[src/rtl/mem_arbiter.sv]
// mem_arbiter: shares one SRAM controller between the instruction-fetch path
// and the load/store data path. One transaction in flight at a time; data has
// priority, fetch is protected by a starvation counter, and a watchdog aborts
// transactions the controller never completes.
module mem_arbiter #(
  parameter int STARVE_MAX     = 4,
  parameter int TIMEOUT_CYCLES = 64
) (
  input  logic        clk,
  input  logic        reset,
  // instruction-fetch requester
  input  logic        i_req,
  input  logic [31:0] i_addr,
  output logic        i_done,
  output logic        i_err,
  output logic [31:0] i_rdata,
  // load/store requester
  input  logic        d_req,
  input  logic        d_rw,
  input  logic [31:0] d_addr,
  input  logic [31:0] d_wdata,
  input  logic [1:0]  d_size,
  output logic        d_done,
  output logic        d_err,
  output logic [31:0] d_rdata,
  // memory controller side
  output logic        mem_rw_req,
  output logic [31:0] mem_address,
  output logic        mem_rw,
  output logic [1:0]  mem_size,
  output logic [31:0] mem_write_data,
  input  logic [31:0] mem_read_data,
  input  logic        mem_data_valid,
  // status
  output logic        busy,
  output logic        owner_d
);

  // Timer only has to reach TIMEOUT_CYCLES-1, which fits in clog2(TIMEOUT_CYCLES) bits.
  localparam int              TW         = (TIMEOUT_CYCLES > 1) ? $clog2(TIMEOUT_CYCLES) : 1;
  localparam bit              WDOG_EN    = (TIMEOUT_CYCLES != 0);
  localparam logic [TW-1:0]   TIMER_LAST = (TIMEOUT_CYCLES > 0) ? TW'(TIMEOUT_CYCLES - 1) : '0;
  localparam logic [3:0]      STARVE_LIM = 4'(STARVE_MAX);
  localparam logic [1:0]      SIZE_WORD  = 2'h2;

  typedef enum logic [1:0] {
    ST_IDLE  = 2'd0,
    ST_ISSUE = 2'd1,
    ST_WAIT  = 2'd2,
    ST_RESP  = 2'd3
  } state_e;

  state_e        state_q, state_d;
  logic [3:0]    starve_q, starve_d;
  logic [TW-1:0] timer_q, timer_d;
  logic          owner_q, owner_d_d;
  logic          err_q, err_d;

  logic [31:0]   addr_q, addr_d;
  logic          rw_q, rw_d;
  logic [1:0]    size_q, size_d;
  logic [31:0]   wdata_q, wdata_d;
  logic [31:0]   i_rdata_q, i_rdata_d;
  logic [31:0]   d_rdata_q, d_rdata_d;

  logic          grant_fetch;

  // Fetch wins when it is the only requester, or when data has had its fill of grants.
  always_comb begin
    grant_fetch = i_req && (!d_req || (starve_q == STARVE_LIM));
  end

  // Next-state logic: arbitration in IDLE, one-cycle issue, wait with watchdog, one-cycle response.
  always_comb begin
    state_d   = state_q;
    starve_d  = starve_q;
    timer_d   = timer_q;
    owner_d_d = owner_q;
    err_d     = err_q;
    addr_d    = addr_q;
    rw_d      = rw_q;
    size_d    = size_q;
    wdata_d   = wdata_q;
    i_rdata_d = i_rdata_q;
    d_rdata_d = d_rdata_q;

    unique case (state_q)
      ST_IDLE: begin
        // Fetch not waiting means nothing is being starved.
        if (!i_req) begin
          starve_d = '0;
        end
        if (i_req || d_req) begin
          state_d = ST_ISSUE;
          err_d   = 1'b0;
          if (grant_fetch) begin
            owner_d_d = 1'b0;
            addr_d    = i_addr;
            rw_d      = 1'b0;
            size_d    = SIZE_WORD;
            wdata_d   = '0;
            starve_d  = '0;
          end else begin
            owner_d_d = 1'b1;
            addr_d    = d_addr;
            rw_d      = d_rw;
            size_d    = d_size;
            wdata_d   = d_wdata;
            if (i_req) begin
              starve_d = (starve_q == STARVE_LIM) ? starve_q : (starve_q + 4'd1);
            end
          end
        end
      end

      ST_ISSUE: begin
        timer_d = '0;
        state_d = ST_WAIT;
      end

      ST_WAIT: begin
        if (mem_data_valid) begin
          state_d = ST_RESP;
          err_d   = 1'b0;
          // Writes leave the requester's last read data untouched.
          if (!rw_q) begin
            if (owner_q) begin
              d_rdata_d = mem_read_data;
            end else begin
              i_rdata_d = mem_read_data;
            end
          end
        end else if (WDOG_EN && (timer_q == TIMER_LAST)) begin
          state_d = ST_RESP;
          err_d   = 1'b1;
        end else begin
          timer_d = timer_q + TW'(1);
        end
      end

      ST_RESP: begin
        state_d = ST_IDLE;
      end

      default: begin
        state_d = ST_IDLE;
      end
    endcase
  end

  // Control state register.
  always_ff @(posedge clk) begin
    if (reset) begin
      state_q  <= ST_IDLE;
      starve_q <= '0;
      timer_q  <= '0;
      owner_q  <= 1'b0;
      err_q    <= 1'b0;
    end else begin
      state_q  <= state_d;
      starve_q <= starve_d;
      timer_q  <= timer_d;
      owner_q  <= owner_d_d;
      err_q    <= err_d;
    end
  end

  // Transaction fields and returned read data; held between updates so the
  // controller can sample rw/write data late in the access.
  always_ff @(posedge clk) begin
    if (reset) begin
      addr_q    <= '0;
      rw_q      <= 1'b0;
      size_q    <= '0;
      wdata_q   <= '0;
      i_rdata_q <= '0;
      d_rdata_q <= '0;
    end else begin
      addr_q    <= addr_d;
      rw_q      <= rw_d;
      size_q    <= size_d;
      wdata_q   <= wdata_d;
      i_rdata_q <= i_rdata_d;
      d_rdata_q <= d_rdata_d;
    end
  end

  // Output decode: strobes come straight from the state, so reset clears them at once.
  always_comb begin
    mem_rw_req     = (state_q == ST_ISSUE);
    busy           = (state_q != ST_IDLE);
    i_done         = (state_q == ST_RESP) && !owner_q;
    d_done         = (state_q == ST_RESP) && owner_q;
    i_err          = i_done && err_q;
    d_err          = d_done && err_q;
    owner_d        = owner_q;
    mem_address    = addr_q;
    mem_rw         = rw_q;
    mem_size       = size_q;
    mem_write_data = wdata_q;
    i_rdata        = i_rdata_q;
    d_rdata        = d_rdata_q;
  end

endmodule

[config.mk]
export PLATFORM = sky130hd
export DESIGN_NAME = mem_arbiter
export DESIGN_NICKNAME = d
export VERILOG_FILES = /design/src/rtl/mem_arbiter.sv
export SDC_FILE = /design/constraint.sdc
export NUM_CORES = 1
export LEC_CHECK = 0
export BUFFER_PORTS_ARGS = -buffer_cell sky130_fd_sc_hd__buf_2
export CAP_MARGIN = 20
export CORE_MARGIN = 10
export CORE_UTILIZATION = 45
export CTS_CLUSTER_SIZE = 20
export DETAILED_ROUTE_END_ITERATION = 10
export PLACE_DENSITY = 0.81
export SYNTH_ARGS = -nofsm -noshare
export SYNTH_HDL_FRONTEND = slang
export SYNTH_SLANG_ARGS = --single-unit
[constraint.sdc]
create_clock -name clk -period 4.5 [get_ports clk]
set_clock_uncertainty 0.2 [all_clocks]
set_input_delay 0 -clock clk [delete_from_list [all_inputs] [get_ports clk]]
set_output_delay 0 -clock clk [all_outputs]
set_load 0.02 [all_outputs]
Yosys cells after proc, flatten, opt, wreduce, memory -nomap -nowiden
Index checks and enable logic that the tools add are counted.
{"block": "word_totals", "reg_bits": 145, "inputBits": 136, "out_inout_bits": 138, "elab_cells": 66}
{"block": "op_classes", "addsub": 2, "eq_ne": 10, "mux": 21, "bitwise": 2, "reduce_logical": 20}
{"operator": "32-bit two-way mux", "n": 2}
{"operator": "4-bit two-way mux", "n": 5}
{"operator": "6-bit two-way mux", "n": 2}
{"operator": "6-bit one-hot mux with 2 select lines", "n": 1}
{"operator": "2-bit two-way mux", "n": 4}
{"operator": "2-bit one-hot mux with 4 select lines", "n": 1}
{"operator": "4-bit AND reduction", "n": 2}
{"operator": "6-bit by 1-bit adder with 6-bit output (second input constant)", "n": 1}
{"operator": "6-bit equality test (second input constant)", "n": 1}
{"operator": "2-bit inequality test (second input constant)", "n": 3}
{"operator": "2-bit AND reduction", "n": 3}
{"operator": "3-bit AND reduction", "n": 2}
{"operator": "2-bit nonzero test", "n": 3}
{"operator": "1-bit logical AND", "n": 5}
{"operator": "1-bit two-way mux", "n": 5}
{"operator": "4-bit by 1-bit adder with 4-bit output (second input constant)", "n": 1}
{"operator": "2-bit equality test (second input constant)", "n": 2}
{"operator": "4-bit by 3-bit equality test with 1-bit output (second input constant)", "n": 1}
{"operator": "4-bit inequality test (second input constant)", "n": 1}
{"operator": "3-bit inequality test (second input constant)", "n": 1}
{"operator": "2-bit by 1-bit equality test with 1-bit output (second input constant)", "n": 1}
{"operator": "1-bit logical NOT", "n": 2}
{"operator": "2-bit logical NOT", "n": 1}
{"operator": "1-bit logical OR", "n": 2}
{"operator": "other kinds (2)", "n": 3}

Longest topological paths before layout
{"block": "depth", "depth_word": 5, "mapped_depth": 8}

Worst setup path after synthesis
Ideal clock, no wire load.
{"block": "synth_timing", "path_kind": "register -> register", "startpoint": "reg state_q[0]", "endpoint": "reg timer_q[5]", "setup_ps": 70, "t_arrival_ps": 1561, "required_ps": 4230, "setup_slack_ps": 2670, "stages_incl_launch_ff": 6, "n_path_buf": 0, "period_less_slack_ps": 1830, "path_cell_list": "dfxtp_1 > inv_1 > ha_1 > o211ai_4 > or4_1 > a21oi_1"}
{"block": "synth_between", "elab_chain_len": 3, "word_cells_on_any_way": 7, "cone_classes": "eq/ne (4); mux (1); reduce/logical (2)"}
{"item": "start: declaration", "line": "53", "text": "state_e state_q, state_d;"}
{"item": "start signal: assignment", "line": "160", "text": "state_q <= state_d;"}
{"item": "2-bit equality test / 2-bit by 1-bit equality test with 1-bit output (equally long branches)", "line": "87", "text": "unique case (state_q)"}
{"item": "2-bit inequality test (no source line) / 2-bit nonzero test (equally long branches)"}
{"item": "3-bit AND reduction (no source line)"}
{"item": "end signal: assignment", "line": "162", "text": "timer_q <= timer_d;"}
{"item": "end: declaration", "line": "55", "text": "logic [TW-1:0] timer_q, timer_d;"}
Several ways; a longest one is shown, not always the timed one.
A chain may end at the register's enable or synchronous reset.

Worst setup path in the final report
{"block": "layout_timing", "startpoint": "reg starve_q[0]", "endpoint": "reg addr_q[0] (netlist: mem_address[0])"}
{"block": "layout_between", "elab_chain_len": 4}
{"item": "start: declaration", "line": "54", "text": "logic [3:0] starve_q, starve_d;"}
{"item": "start signal: assignment", "line": "161", "text": "starve_q <= starve_d;"}
{"item": "4-bit by 3-bit equality test with 1-bit output", "line": "70", "text": "grant_fetch = i_req && (!d_req || (starve_q == STARVE_LIM));"}
{"item": "1-bit logical OR", "line": "70"}
{"item": "1-bit logical AND", "line": "70"}
{"item": "32-bit two-way mux", "line": "96", "text": "if (grant_fetch) begin"}
{"item": "end signal: assignment", "line": "179", "text": "addr_q <= addr_d;"}
{"item": "end: declaration", "line": "59", "text": "logic [31:0] addr_q, addr_d;"}
Every way passes these cells.

==> impl_results.md <==
- RSZ-0062 raised after global routing: no
- Total of max-cap violations: 0
- Die span in y: 133.5 microns
- Clk root buf: clkbuf_16
- Gr usage total: 25.84%
- Netlist cell types: 46
- Worst setup SP type: register
- Layout cells sized above 1: 30.42%
- Initial antenna violation count: 2
- Most frequent cells in the layout: buf_2, nand2_1, dfxtp_1, dlygate4sd3_1, a21oi_1
- DIE AREA: 17820 sq um
- Number of flops mapped to enable cells by yosys: 0
- Clock-pin slew on the worst setup and hold paths: 60 ps
- Setup Crit Path Kind: reg2reg
- Vias: 6937
- Fin nets: 1241
- Setup Viol. Count Final: 0
- Part of the power in registers: 33.6%
- Post-Syn Area: 5796 sq um
- Drt via density: 5.398
- Htree depth: 4
- Least-Margin Pin Slew: 1072 ps
- Worst hold path class: in2reg
- First-pass iteration count of the detailed router: 5
- RD Place Congestion: 0.8090
- Pint: 3095 uW
- Fin. Hold Viols: 0
- Synth Flop Type: dfxtp_1
- Antenna Nets Post-Route: 0
- FF-to-FF setup slack: 1260 ps
- Final TNS setup: 0 ps
- Leak: 0.004151 uW
- Post-synthesis sequential area ratio: 50.09%
- Per-cell routed wire length: 18.79 microns
- Synth area leader: dfxtp_1
- Placed Instances: 1111
- Sw frac: 36.24%
- VDD IR max: 0.3759 mV
- Final core utilization: 73.11%
- Top post-synthesis cells by area: dfxtp_1, nand2_1, a21oi_1
- Share of the synthesized area in the top cell type: 50.09%
- Grt ovf: 0
- # rows: 41
- Tmin final: 3239 ps
- Worst hold stages: 4
- Net Switching: 1759 uW
- Area grow syn2layout: 59.20%
- Worst-path fanout max: 33
- Fmax: 0.3088 GHz
- CP startpoint: starve_q[0]
- First DRT Iteration DRCs: 535
- Clk pwr share: 31.1%
- I/O Buffers: 273
- Asr flop ratio synth: 0%
- Comb power frac: 35.3%
- CTS tree: built
- CTS resizes: 0
- Core area: 12620 sq um
- # clock sinks: 145
- End of the worst hold path: i_rdata[27]
- First-pass GRT wire length: 37.52 mm
- Worst Setup End Kind: register
- Worst reg2reg path depth: 8
- Status: complete, no violations
- WL final: 24.14 mm
- WP data arrival: 3400 ps
- Pwr dens: 526.1 nW/um^2
- FF-to-FF Start: starve_q[0]
- Pins Over Slew Limit: 0
- Syn_nets: 854
- I/O pin cnt: 274
- Leading cell type in the layout, fill and taps excluded: buf_2
- Fin cells: 1285
- Critical Path RT: 4660 ps
- Hold_sp: mem_read_data[27]
- #FFs+latches synth: 145
- Hpwl dp: 13.62 mm
- Yosys warnings: 0
- Post CTS Setup Buffer Count: 0
- Die Width: 133.5 microns
- Initial Utilization: 45.93%
- Vias in the first global route: 7238
- Worst skew pair latency: 420 ps
- # DRC: 0
- WHS: 186.5 ps
- Reg2Reg Capture Point: mem_address[0]
- Max-Slew Margin vs Limit: 28.54%
- CTS Buf Count: 17
- Syn avg cell area: 8.151 sq um
- Largest net degree at the start of global routing: 84
- Cell count after synthesis: 711
- Period utilization: 71.97%
- Worst-case clock buffer depth: 2
[worst max-delay path, cell delays in order, from the launching register on]
cell	delay, ps
dfxtp_1	350
inv_1	80
ha_1	190
and3b_2	250
o21ai_4	700
buf_4	400
nor3_1	100
nor4_1	300
dlygate4sd3_1	610
[cell families (layout without fill, tap and decap cells)]
logic type,after synthesis,count (layout),synth area share (%)
xor gates and xnor gates,1,1,0.1512
other,0,2,0
buffers and inverters,63,463,5.700
muxes,1,1,0.1727
adders and majority gates,7,7,1.511
DFF,145,145,50.09
and+or+nand+nor,339,339,27.59
AOI/OAI and AO/OA,155,155,14.79
[how the worst max path moves through the flow]
stage,endpoint,slack [ps]
2_1_floorplan,timer_q[5],2670
3_3_place_gp,mem_address[0],2000
3_5_place_dp,mem_address[0],1920
4_1_cts,d_rdata[16],1090
5_1_grt,mem_address[0],1050
6_report,mem_address[0],1260
[synth_stat cells (3+ instances only)]
| cell | number |
|---|---|
| a211oi_1 | 3 |
| a21oi_1 | 108 |
| a31oi_1 | 14 |
| buf_2 | 18 |
| buf_4 | 7 |
| buf_6 | 6 |
| clkbuf_1 | 24 |
| dfxtp_1 | 145 |
| ha_1 | 7 |
| inv_1 | 6 |
| nand2_1 | 197 |
| nand3_1 | 36 |
| nor2_1 | 27 |
| nor3_1 | 40 |
| nor4_1 | 4 |
| nor4_2 | 14 |
| o21ai_0 | 17 |
[cell type report]
cell class                      instances  area [sq um]
Fill cell                             873          3393
Antenna cell                            2         5.005
Timing Repair Buffer                  423          2850
Inverter                                8         30.03
Clock inverter                          8         150.1
Sequential cell                       145          2903
Multi-Input combinational cell        503          2591
Clock buffer                           24         481.7
Tap cell                              172         215.2
[registers in the layout, summed over array words and instances (netlist names)]
name	count
timer_q	6
mem_write_data	32
starve_q	4
err_q	1
mem_address	32
owner_d	1
mem_rw	1
i_rdata	32
state_q	2
mem_size	2
d_rdata	32
[metal layers]
layer,vias to the layer above,GRT usage (%),wire (microns)
met5,-,0,0
li1,3195,-,-
met2,459,44.25,11750
met4,0,13.06,1096
met1,3196,27.85,8736
met3,87,8.647,2561
[power by group through the flow]
stage	Combinational [uW]	Sequential, uW	Clock [uW]
3_5_place_dp	1420	1630	0
4_1_cts	1630	1610	1520
5_1_grt	1830	1650	1580
6_report	1710	1630	1510
3_3_place_gp	1410	1620	0
2_1_floorplan	740	1860	0
[stage by stage]
step	cell area (sq um)	worst slack [ps]	total power [uW]
after floorplan	5796	2670	2601
after global placement	7183	1996	3029
after detailed placement	7183	1921	3047
after CTS	9206	1088	4759
after global routing	9226	1051	5059
final	9226	1261	4854
[timing repair]
item,in CTS,in global routing
hold endpoints to repair,144,0
setup endpoints to repair,0,0
hold buffers,139,0
No activity file was read; power rests on OpenSTA's default activity.
